### src/rtl/regfile_dump_reader_if.sv
// Core-side bus of the register bank: write port, two read ports and the dump stream.
// The master drives requests and the bank (slave) returns read data and dump beats.
interface regfile_dump_reader_if #(
    parameter int XLEN = 32,
    parameter int AW   = 5
);
    logic            we;
    logic [AW-1:0]   waddr;
    logic [XLEN-1:0] wdata;
    logic            rs1_en;
    logic [AW-1:0]   rs1_addr;
    logic [XLEN-1:0] rs1_data;
    logic            rs2_en;
    logic [AW-1:0]   rs2_addr;
    logic [XLEN-1:0] rs2_data;
    logic            dump_start;
    logic            dump_busy;
    logic            dump_valid;
    logic            dump_ready;
    logic [AW-1:0]   dump_idx;
    logic [XLEN-1:0] dump_data;

    modport master (
        output we, waddr, wdata,
        output rs1_en, rs1_addr, rs2_en, rs2_addr,
        output dump_start, dump_ready,
        input  rs1_data, rs2_data,
        input  dump_busy, dump_valid, dump_idx, dump_data
    );

    modport slave (
        input  we, waddr, wdata,
        input  rs1_en, rs1_addr, rs2_en, rs2_addr,
        input  dump_start, dump_ready,
        output rs1_data, rs2_data,
        output dump_busy, dump_valid, dump_idx, dump_data
    );
endinterface

### src/rtl/regfile_dump_reader.sv
// RISC-V register bank with two registered, write-bypassed read ports and a
// serial dump engine that streams every register out over valid/ready.
module regfile_dump_reader #(
    parameter int XLEN = 32,
    parameter int NREG = 32,
    parameter int AW   = 5
) (
    input logic                  clk,
    input logic                  rst,
    regfile_dump_reader_if.slave bus
);
    typedef enum logic {IDLE, SEND} dump_state_t;

    logic [XLEN-1:0] regs [NREG];
    logic [XLEN-1:0] rs1_q, rs2_q;
    logic [XLEN-1:0] rs1_next, rs2_next;

    dump_state_t     state_q, state_d;
    logic [AW-1:0]   idx_q, idx_d, idx_inc;
    logic [XLEN-1:0] data_q, data_d, dump_next;

    // x0 is never written, so it keeps its reset value of zero
    always_ff @(posedge clk) begin
        if (rst) begin
            for (int i = 0; i < NREG; i++) begin
                regs[i] <= '0;
            end
        end else if (bus.we && (bus.waddr != '0)) begin
            regs[bus.waddr] <= bus.wdata;
        end
    end

    // Same-cycle write wins over the stored value so readers see the new data
    assign rs1_next = (bus.rs1_addr == '0) ? '0 :
                      (bus.we && (bus.waddr == bus.rs1_addr)) ? bus.wdata :
                      regs[bus.rs1_addr];
    assign rs2_next = (bus.rs2_addr == '0) ? '0 :
                      (bus.we && (bus.waddr == bus.rs2_addr)) ? bus.wdata :
                      regs[bus.rs2_addr];

    always_ff @(posedge clk) begin
        if (rst) begin
            rs1_q <= '0;
            rs2_q <= '0;
        end else begin
            if (bus.rs1_en) begin
                rs1_q <= rs1_next;
            end
            if (bus.rs2_en) begin
                rs2_q <= rs2_next;
            end
        end
    end

    assign bus.rs1_data = rs1_q;
    assign bus.rs2_data = rs2_q;

    assign idx_inc   = idx_q + AW'(1);
    assign dump_next = (idx_inc == '0) ? '0 :
                       (bus.we && (bus.waddr == idx_inc)) ? bus.wdata :
                       regs[idx_inc];

    always_ff @(posedge clk) begin
        if (rst) begin
            state_q <= IDLE;
            idx_q   <= '0;
            data_q  <= '0;
        end else begin
            state_q <= state_d;
            idx_q   <= idx_d;
            data_q  <= data_d;
        end
    end

    // A beat is a snapshot: data only changes when a new beat is loaded
    always_comb begin
        state_d = state_q;
        idx_d   = idx_q;
        data_d  = data_q;
        case (state_q)
            IDLE: begin
                if (bus.dump_start) begin
                    state_d = SEND;
                    idx_d   = '0;
                    data_d  = '0;
                end
            end
            SEND: begin
                if (bus.dump_ready) begin
                    if (idx_q == AW'(NREG - 1)) begin
                        state_d = IDLE;
                    end else begin
                        idx_d  = idx_inc;
                        data_d = dump_next;
                    end
                end
            end
            default: state_d = IDLE;
        endcase
    end

    assign bus.dump_busy  = (state_q == SEND);
    assign bus.dump_valid = (state_q == SEND);
    assign bus.dump_idx   = idx_q;
    assign bus.dump_data  = data_q;
endmodule
### src/flat_wrapper.sv
// flat-port wrapper written by rule: the top's interface ports become plain ports
module regfile_dump_reader_flat 
#(
    parameter int XLEN = 32,
    parameter int NREG = 32,
    parameter int AW   = 5
)
  (clk, rst, bus_we, bus_waddr, bus_wdata, bus_rs1_en, bus_rs1_addr, bus_rs2_en, bus_rs2_addr, bus_dump_start, bus_dump_ready, bus_rs1_data, bus_rs2_data, bus_dump_busy, bus_dump_valid, bus_dump_idx, bus_dump_data);
  regfile_dump_reader_if #(.XLEN(XLEN), .AW(AW)) bus_i ();
  input logic clk;
  input logic rst;
  input wire logic [$bits(bus_i.we)-1:0] bus_we;
  input wire logic [$bits(bus_i.waddr)-1:0] bus_waddr;
  input wire logic [$bits(bus_i.wdata)-1:0] bus_wdata;
  input wire logic [$bits(bus_i.rs1_en)-1:0] bus_rs1_en;
  input wire logic [$bits(bus_i.rs1_addr)-1:0] bus_rs1_addr;
  input wire logic [$bits(bus_i.rs2_en)-1:0] bus_rs2_en;
  input wire logic [$bits(bus_i.rs2_addr)-1:0] bus_rs2_addr;
  input wire logic [$bits(bus_i.dump_start)-1:0] bus_dump_start;
  input wire logic [$bits(bus_i.dump_ready)-1:0] bus_dump_ready;
  output wire logic [$bits(bus_i.rs1_data)-1:0] bus_rs1_data;
  output wire logic [$bits(bus_i.rs2_data)-1:0] bus_rs2_data;
  output wire logic [$bits(bus_i.dump_busy)-1:0] bus_dump_busy;
  output wire logic [$bits(bus_i.dump_valid)-1:0] bus_dump_valid;
  output wire logic [$bits(bus_i.dump_idx)-1:0] bus_dump_idx;
  output wire logic [$bits(bus_i.dump_data)-1:0] bus_dump_data;
  assign bus_i.we = bus_we;
  assign bus_i.waddr = bus_waddr;
  assign bus_i.wdata = bus_wdata;
  assign bus_i.rs1_en = bus_rs1_en;
  assign bus_i.rs1_addr = bus_rs1_addr;
  assign bus_i.rs2_en = bus_rs2_en;
  assign bus_i.rs2_addr = bus_rs2_addr;
  assign bus_i.dump_start = bus_dump_start;
  assign bus_i.dump_ready = bus_dump_ready;
  assign bus_rs1_data = bus_i.rs1_data;
  assign bus_rs2_data = bus_i.rs2_data;
  assign bus_dump_busy = bus_i.dump_busy;
  assign bus_dump_valid = bus_i.dump_valid;
  assign bus_dump_idx = bus_i.dump_idx;
  assign bus_dump_data = bus_i.dump_data;
  regfile_dump_reader #(.XLEN(XLEN), .NREG(NREG), .AW(AW)) u_core (.clk(clk), .rst(rst), .bus(bus_i));
endmodule
### config.mk
export PLATFORM = sky130hd
export DESIGN_NAME = regfile_dump_reader_flat
export DESIGN_NICKNAME = d
export VERILOG_FILES = /design/src/rtl/regfile_dump_reader_if.sv /design/src/rtl/regfile_dump_reader.sv /design/src/flat_wrapper.sv
export SDC_FILE = /design/constraint.sdc
export NUM_CORES = 2
export LEC_CHECK = 0
export CORE_ASPECT_RATIO = 0.9
export CORE_UTILIZATION = 40
export DETAILED_ROUTE_END_ITERATION = 6
export PLACE_DENSITY = 0.66
export SYNTH_ARGS = -nofsm -noshare
export SYNTH_HDL_FRONTEND = slang
export SYNTH_SLANG_ARGS = --single-unit
### constraint.sdc
create_clock -name clk -period 5.6 [get_ports clk]
set_clock_uncertainty 0.05 [all_clocks]
set_input_delay 0.84 -clock clk [delete_from_list [all_inputs] [get_ports clk]]
set_output_delay 0.84 -clock clk [all_outputs]
set_load 0.02 [all_outputs]
==> key figures <==
Layout
  – Share of layout cells above drive strength 1: 26.7%
  – Commonest non-fill, non-tap cells in the layout: edfxtp_1 (1024), and2_1 (992), mux4_2 (792), mux2i_1 (195), a21oi_1 (195)
  – Commonest non-fill, non-tap cell in the layout: edfxtp_1
  – Final core occ: 45.6%
  – Non-filler cells, final: 7011
  – FF/Latch Area: 32800 µm²
  – Syn-to-layout area delta: 13.0%
  – FILL cells: 14523
  – Layout Nets: 4730
  – Multi-input gate area: 33100 µm²

Setup path
  – Worst Path Required: 6130 ps
  – Crit Path Max Fanout: 64
  – CP Class: reg2reg
  – Worst setup EP type: flop
  – Critical path's largest stage delay: 990 ps
  – Critical Path Start Type: flop
  – Slowest-stage cell, CP: nor4_1
  – Cell family with most CP delay: simple AND/OR/NAND/NOR gates
  – Buf/Inv on CP: 0
  – CP Cell Sequence: ha_1, and3_1, ha_4, xnor2_1, and4_1, and3_4, nor4_1, a21oi_1
  – Arrival time worst endpoint: 4520 ps

Synthesis
  – Cell count after synthesis: 4707
  – Main flop type after synthesis: edfxtp_1
  – Synth unique cells: 51
  – Cell area after synthesis: 67300 µm²
  – Sequential share of the synthesized area: 48.8%
  – Post-synth EDFFs: 1024
  – Post-synth ARST share: 0%
  – #FFs+latches synth: 1126
  – Mean Syn Cell Area: 14.3 µm²
  – Yosys warning total: 0

GRT
  – Largest net degree at the start of global routing: 129
  – Initial antenna violation count: 19
  – Vias in the first global route: 46353
  – First-pass GRT wire length: 361 mm
  – Total GRT Usage: 30.4%
  – Total grt overflow: 0

Clocking
  – H-tree depth: 3
  – CTS resizes: 0
  – Clk_lat worst skew: 770 ps
  – Clk Tree Root Cell: clkbuf_16
  – TritonCTS Buffers: 116
  – # hold bufs at CTS: 0
  – Sink Count: 1126
  – Clk buf depth: 3
  – Postcts setup bufs: 0
  – CTS tree: built
  – Clk slew on worst S/H paths: 60 ps

Place
  – Global placement routability congestion: 0.933
  – I/O Buffers: 156
  – Dpl cells: 6787
  – Post-DP HPWL: 163 mm

Routing
  – Initial DRC count: 8616
  – DR WL/cell: 37.2 µm
  – DRC: 0
  – Routed vias/inst: 6.86
  – Routed Antenna Nets: 0
  – Via count: 48110
  – Routed Wire Length: 261 mm
  – First-pass DRT Iterations: 6

Timing
  – Tmin final: 3990 ps
  – Final Max Slew Viols: 0
  – Worst-Margin Slew: 1470 ps
  – Setup-violating endpoint count in the final report: 0
  – Slew margin rel.: 1.50%
  – Period utilisation layout: 71.3%
  – Final hold viol count: 0
  – Post-route setup TNS: 0 ps
  – Fmax: 251 MHz
  – RSZ-0062 raised after global routing: false

Die
  – Core area: 167000 µm²
  – Std-Cell Rows: 142
  – Io pins: 157
  – Initial core utilization: 40.4%
  – Die ar.: 170000 µm²
  – Die height: 391 µm
  – Die width: 434 µm

Job
  – Max Cap Viol: 0

Power
  – Power Total: 21500 µW
  – PwrDens: 283 nW/µm²
  – Peak supply drop: 0.000217 V
  – P_leak: 0.0246 µW

Run status
  – Status: complete, no violations

Hold path
  – Worst hold path type: in2reg
==> logic make-up after synthesis <==
group                    count (synthesis)  share of synthesized area (%)
flip-flops                            1126                           48.8
adder cells (fa/ha/maj)                  3                         0.0558
other                                    1                        0.00558
XOR/XNOR                                18                          0.255
AO/OA/AOI/OAI                          513                           4.91
multiplexers                          1009                           29.8
AND/OR/NAND/NOR                       1479                           12.8
buffers and inverters                  558                           3.38
==> where the power goes <==
| part | total, µW | switching [µW] | internal [µW] |
|---|---|---|---|
| combinational | 3290 | 1840 | 1450 |
| sequential | 10100 | 436 | 9650 |
| clock | 8160 | 3530 | 4620 |
==> state kept, by name, indices dropped and copies added, names as in the netlist <==
signal,count
u_core.regs,1024
u_core.bus.dump_data,32
u_core.bus.rs1_data,32
u_core.bus.rs2_data,32
u_core.bus.dump_idx,5
u_core.bus.dump_busy,1
==> synth_stat cells (34+ instances only) <==
library cell,instances,area share (%)
mux2i_1,195,2.9
and2_1,994,9.2
clkbuf_1,378,2.1
nor3_1,99,0.74
nand2_1,115,0.64
a221o_1,61,0.91
nor2b_1,34,0.32
o21ai_0,70,0.52
buf_2,117,0.87
a22oi_1,51,0.57
edfxtp_1,1024,46
nand3_1,60,0.45
nor2_1,60,0.33
dfxtp_1,102,3.0
nand2b_1,66,0.61
a21oi_1,196,1.5
mux4_2,792,27
==> final timing paths <==
| check | start | endpoint | slack, ps | depth (start not counted) |
|---|---|---|---|---|
| hold / removal | rst | u_core.regs[0][17]$_SDFFCE_PN0P_ | 360 | 1 |
| setup reg to reg | u_core.bus.dump_idx[1]$_SDFFE_PP0P_ | u_core.bus.dump_data[7]$_SDFFE_PP0P_ | 1610 | 8 |
| hold reg to reg | u_core.bus.rs2_data[2]$_SDFFE_PP0P_ | u_core.bus.rs2_data[2]$_SDFFE_PP0P_ | 430 | 2 |
| setup / recovery | u_core.bus.dump_idx[1]$_SDFFE_PP0P_ | u_core.bus.dump_data[7]$_SDFFE_PP0P_ | 1610 | 8 |
==> stage by stage <==
| stage | hold WS [ps] | area, µm² | setup slack (ps) |
|---|---|---|---|
| floorplan | 525 | 67400 | 1040 |
| global placement | 416 | 72000 | 1240 |
| detailed placement | 414 | 72100 | 1190 |
| CTS | 328 | 75900 | 1660 |
| global route | 334 | 75900 | 1630 |
| finish | 359 | 76000 | 1610 |
==> metal layers <==
metal / vias up / part of all wire [%] / track usage (%)
met5: - / 0.018 / 0
met4: 6 / 7.4 / 19.4
met3: 741 / 14 / 9.80
met2: 4469 / 43 / 43.7
met1: 24505 / 35 / 39.4
li1: 18389 / - / -
==> layout make-up <==
| type | instances | share of cell area (%) |
|---|---|---|
| Multi-Input combinational cell | 3054 | 43.5 |
| Tap cell | 2232 | 3.68 |
| Timing Repair Buffer | 343 | 4.34 |
| Clock inverter | 61 | 0.937 |
| Clock buffer | 152 | 4.14 |
| Sequential cell | 1126 | 43.2 |
| Antenna cell | 11 | 0.0362 |
| Inverter | 32 | 0.165 |
Note: power is estimated with default switching activity, not from simulation.
